<file path="config.mk">
export PLATFORM = sky130hd
export DESIGN_NAME = joy_db15_tx
export DESIGN_NICKNAME = d
export VERILOG_FILES = /design/src/rtl/joy_db15_tx.sv
export SDC_FILE = /design/constraint.sdc
export NUM_CORES = 1
export LEC_CHECK = 0
export ABC_AREA = 1
export CAP_MARGIN = 15
export CORE_UTILIZATION = 51
export DETAILED_ROUTE_END_ITERATION = 12
export PLACE_DENSITY_LB_ADDON = 0.12
export RECOVER_POWER = 100
export SYNTH_ARGS = -nofsm -noshare
export SYNTH_HDL_FRONTEND = slang
export SYNTH_SLANG_ARGS = --single-unit
export TNS_END_PERCENT = 100
</file>
<file path="constraint.sdc">
create_clock -name clk -period 1.5 [get_ports clk]
set_input_delay 0.15 -clock clk [delete_from_list [all_inputs] [get_ports clk]]
set_output_delay 0.15 -clock clk [all_outputs]
set_load 0.02 [all_outputs]
</file>
<file path="src/rtl/joy_db15_tx.sv">
`default_nettype none
// +----------------------------------------------------------------------+
// | joy_db15_tx : DB15 joystick adapter emulation, PISO shift responder   |
// | Rev 1.0                                                               |
// +----------------------------------------------------------------------+
module joy_db15_tx #(
  parameter int NBITS       = 12,
  parameter int SYNC_STAGES = 2,
  parameter int FILTER      = 2
) (
  input  logic             clk,
  input  logic             reset_n,
  input  logic             joy_clk,
  input  logic             joy_load,
  input  logic [NBITS-1:0] joystick1,
  input  logic [NBITS-1:0] joystick2,
  output logic             joy_data,
  output logic [4:0]       bit_index,
  output logic             active,
  output logic             frame_done,
  output logic             overrun
);

  localparam int         FW       = 2 * NBITS;
  localparam int         CW       = (FILTER > 1) ? $clog2(FILTER) : 1;
  localparam logic [4:0] LAST_IDX = 5'(FW - 1);
  localparam logic [4:0] FULL_IDX = 5'(FW);

  if (FW > 31 || NBITS < 1) begin : g_bad_nbits
    $error("joy_db15_tx: 2*NBITS must be in 2..31");
  end
  if (SYNC_STAGES < 1 || FILTER < 1) begin : g_bad_filter
    $error("joy_db15_tx: SYNC_STAGES and FILTER must be >= 1");
  end

  typedef enum logic [1:0] {
    S_IDLE  = 2'd0,
    S_LOAD  = 2'd1,
    S_SHIFT = 2'd2
  } state_t;

  // Index 1 carries joy_load, index 0 carries joy_clk.
  logic [1:0] raw_strobe;
  logic [1:0] strobe_f;
  assign raw_strobe = {joy_load, joy_clk};

  for (genvar g = 0; g < 2; g++) begin : g_strobe
    logic [SYNC_STAGES-1:0] sync;
    logic [CW-1:0]          cnt;
    logic                   level;

    always_ff @(posedge clk or negedge reset_n) begin
      if (!reset_n) begin
        sync  <= '1;
        cnt   <= '0;
        level <= 1'b1;
      end else begin
        sync[0] <= raw_strobe[g];
        for (int k = 1; k < SYNC_STAGES; k++) sync[k] <= sync[k-1];
        if (sync[SYNC_STAGES-1] == level) begin
          cnt <= '0;
        end else if (cnt == CW'(FILTER - 1)) begin
          level <= sync[SYNC_STAGES-1];
          cnt   <= '0;
        end else begin
          cnt <= cnt + CW'(1);
        end
      end
    end

    assign strobe_f[g] = level;
  end

  logic ld_f, ck_f, ck_f_d, ck_rise;
  assign ld_f    = strobe_f[1];
  assign ck_f    = strobe_f[0];
  assign ck_rise = ck_f & ~ck_f_d;

  state_t         state, state_nxt;
  logic [FW-1:0]  sreg, sreg_nxt;
  logic [4:0]     idx_nxt;
  logic           ovr_nxt, done_nxt;
  logic           done_seen, seen_nxt;

  always_ff @(posedge clk or negedge reset_n) begin
    if (!reset_n) begin
      state      <= S_IDLE;
      sreg       <= '1;
      joy_data   <= 1'b1;
      bit_index  <= '0;
      frame_done <= 1'b0;
      overrun    <= 1'b0;
      done_seen  <= 1'b0;
      ck_f_d     <= 1'b1;
    end else begin
      state      <= state_nxt;
      sreg       <= sreg_nxt;
      joy_data   <= sreg_nxt[0];
      bit_index  <= idx_nxt;
      frame_done <= done_nxt;
      overrun    <= ovr_nxt;
      done_seen  <= seen_nxt;
      ck_f_d     <= ck_f;
    end
  end

  // Load dominates everything; shift clocks only matter once ld_f is high.
  always_comb begin
    state_nxt = state;
    sreg_nxt  = sreg;
    idx_nxt   = bit_index;
    ovr_nxt   = overrun;
    done_nxt  = 1'b0;
    seen_nxt  = done_seen;
    if (!ld_f) begin
      state_nxt = S_LOAD;
      sreg_nxt  = {~joystick2, ~joystick1};
      idx_nxt   = '0;
      ovr_nxt   = 1'b0;
    end else begin
      case (state)
        S_LOAD: state_nxt = S_SHIFT;
        S_SHIFT: begin
          if (ck_rise) begin
            sreg_nxt = {1'b1, sreg[FW-1:1]};
            idx_nxt  = bit_index + 5'd1;
            if (bit_index == LAST_IDX) begin
              done_nxt  = 1'b1;
              seen_nxt  = 1'b1;
              state_nxt = S_IDLE;
            end
          end
        end
        S_IDLE: begin
          // Clocks past the end of a completed frame read idle 1s.
          if (ck_rise && done_seen) begin
            sreg_nxt = {1'b1, sreg[FW-1:1]};
            ovr_nxt  = 1'b1;
            idx_nxt  = FULL_IDX;
          end
        end
        default: state_nxt = S_IDLE;
      endcase
    end
  end

  assign active = (state == S_SHIFT);

endmodule
`default_nettype wire

</file>
==> flow_summary.yaml <==
finish:
  layout-drive-gt1-share: 0.260
  final_cell_mix: "nand2_1 (60), o21ai_0 (39), dfstp_2 (31)"
  antenna_cells: 0
  area_delta_synth_final_pct: 22.5
  fillers: 347
  nets: 270
  final_common_cell: "nand2_1"
job:
  cap_violations: 0
floorplanning:
  die_width_microns: 64.7
  core_sq_um: 3720
  dieArea_sq_um: 4180
  initial_core_util: 0.539
  pin_count: 37
  die_y_microns: 64.7
  num_rows: 22
power:
  ir_drop_mv: 0.957
  p_sw_mw: 1.81
  combPwrFrac: 0.377
  power_leakage_nw: 1.03
  switching_share: 0.359
  powerDensity_nw_per_um2: 2050
  p_int_mw: 3.23
  seq_power_share: 0.439
  pwr-share-clk: 0.184
worst_setup_path:
  cpPeakStageDelay_ps: 640
  worstRegToRegCells: 6
  path_buf_inv: 1
  critPathRequiredTime_ps: 1350
  crit_path_start: "frame_done$_DFF_PN0_"
  worstSetupEndpointType: "output port"
  startpoint_type: "register"
  crit_type: "register to output port"
  rr_endpoint: "bit_index[1]$_DFFE_PN0P_"
  cpLargestDelayFamily: "buffers and inverters"
  path_max_fanout: 1
  critPathSlowestCell: "dlygate4sd3_1"
  rrSetupSlack_ps: 110
  crit_chain: "dlygate4sd3_1"
  arrival_ps: 1290
  r2r-start: "ck_f$_DFFE_PN1P_"
route:
  post_drt_wl_per_cell_microns: 12.1
  drt_first_pass_iters: 4
  viasPerCell: 5.03
  ant_nets: 0
  drt_iter0_markers: 77
  finalWirelength_mm: 3.51
  drc_errors: 0
  routed-via-count: 1460
placement:
  place.gp.congestion: 0.804
  port_buffers: 36
  hpwl_mm: 2.37
  place_ws_ps: 56.8
clocking:
  clockBufferDepth: 2
  clk_pin_slew_ps: 90
  h-tree-depth: 2
  root_buffer: "clkbuf_8"
  cts_inserted_buffers: 5
  cts_tree: "done"
  cts_sinks: 43
  insertion_delay_ps: 290
yosys:
  syn-cell-area_sq_um: 2000
  synth_area_per_cell_sq_um: 9.77
  netlist_instances: 205
  ys_ff_latch: 43
  yosys_warnings: 0
  yosysUniqueCellTypes: 23
  ys_seq_area_frac: 0.557
  synth.net_count: 234
sta:
  final_max_slew_viol_count: 0
  setup_ws_ps: 56.6
  max_freq_mhz: 693
  period_needed_ps: 1440
  hold_viol: 0
  fin_setup_tns_ps: 0
  min_period_over_period: 0.962
  setup_viol_count_final: 0
  worst_pin_slew_ps: 607
  fin_skew_ps: 10.1
  slew_headroom: 0.596
  rsz0062_at_grt: "no"
global_route:
  grt_max_degree: 51
  grt_pass1_wl_mm: 6.07
  track_usage: 0.190
  grt_overflow: 0
  antenna_found_initial: 0
  grt_pass1_vias: 1431
min_path:
  hold_path_class: "primary input to asynchronous set/reset pin"
outcome:
  outcome: "complete, no violations"
[power by group through the flow]
stage	Clock [mW]	Sequential, mW	Combinational (mW)
after floorplan	0	2.15	1.79
after global placement	0	2.20	2.05
after detailed placement	0	2.24	2.14
after CTS	0.948	2.22	2.12
after global routing	1.00	2.27	2.16
final	0.926	2.21	1.89
[cell type report]
type	count	area, sq um	area share
Multi-Input combinational cell	142	727	0.296
Sequential cell	43	1110	0.455
Tap cell	48	60.1	0.0245
Inverter	8	32.5	0.0133
Clock inverter	2	35.0	0.0143
Timing Repair Buffer	41	400	0.163
Clock buffer	6	82.6	0.0337
[kinds of logic after synthesis]
| family | synth area share |
|---|---|
| and+or+nand+nor | 0.187 |
| DFF | 0.557 |
| xor gates and xnor gates | 0.00875 |
| muxes | 0.00562 |
| buffers and inverters | 0.0587 |
| adders and majority gates | 0.00625 |
| AOI/OAI and AO/OA | 0.177 |
[state kept, by name, indices dropped and copies added (netlist names), 2 cells and up]
register       count
sreg              23
g_strobe.sync      4
g_strobe.cnt       2
state              2
bit_index          5
[synth_stat cells (all sizes together)]
library cell / n / share of area
a21boi: 1 / 0.0038
buf: 9 / 0.038
clkbuf: 3 / 0.0056
dfrtp: 12 / 0.15
dfstp: 31 / 0.41
ha: 1 / 0.0062
inv: 8 / 0.015
mux2: 1 / 0.0056
nand2: 60 / 0.11
nand3: 9 / 0.034
nand4: 5 / 0.016
nor2: 8 / 0.019
o211ai: 1 / 0.0038
o21ai: 52 / 0.17
or2: 2 / 0.0062
xnor2: 2 / 0.0088
[what timing repair did]
| action | 4_1_cts | 5_1_grt |
|---|---|---|
| hold endpoints to repair | 12 | 0 |
| resized for setup | 6 | 4 |
| cloned | 0 | 0 |
| setup buffers | 0 | 1 |
| setup endpoints to repair | 6 | 26 |
| hold buffers | 1 | 0 |
| pin swaps | 0 | 0 |
[metal layers]
metal | wire length (microns) | GRT usage | up-vias
met5 | 0 | 0 | -
met4 | 17 | 0.0667 | 0
met1 | 1620 | 0.229 | 677
met3 | 161 | 0.0528 | 2
met2 | 1710 | 0.326 | 34
li1 | - | - | 747
[how the worst max path moves through the flow]
stage          depth (start not counted)  slack, ps                     to
6_report                               1         60             frame_done
5_1_grt                                2         20                 active
3_5_place_dp                           4         60    sreg[9]$_DFFE_PN1P_
2_1_floorplan                          4        200  done_seen$_DFFE_PN0P_
3_3_place_gp                           3        100   sreg[18]$_DFFE_PN1P_
4_1_cts                                1        0.2           bit_index[1]
[through the flow]
stage | hold slack [ps] | instances | utilization | power (mW) | area [sq um]
floorplan | -146 | 205 | - | 3.94 | 2000
global placement | 111 | 280 | 0.643 | 4.25 | 2390
detailed placement | 122 | 280 | 0.643 | 4.38 | 2390
CTS | 250 | 289 | 0.675 | 5.29 | 2510
global route | 352 | 290 | 0.660 | 5.43 | 2450
finish | 306 | 290 | 0.660 | 5.03 | 2450
Note: power is estimated with default switching activity, not from simulation.
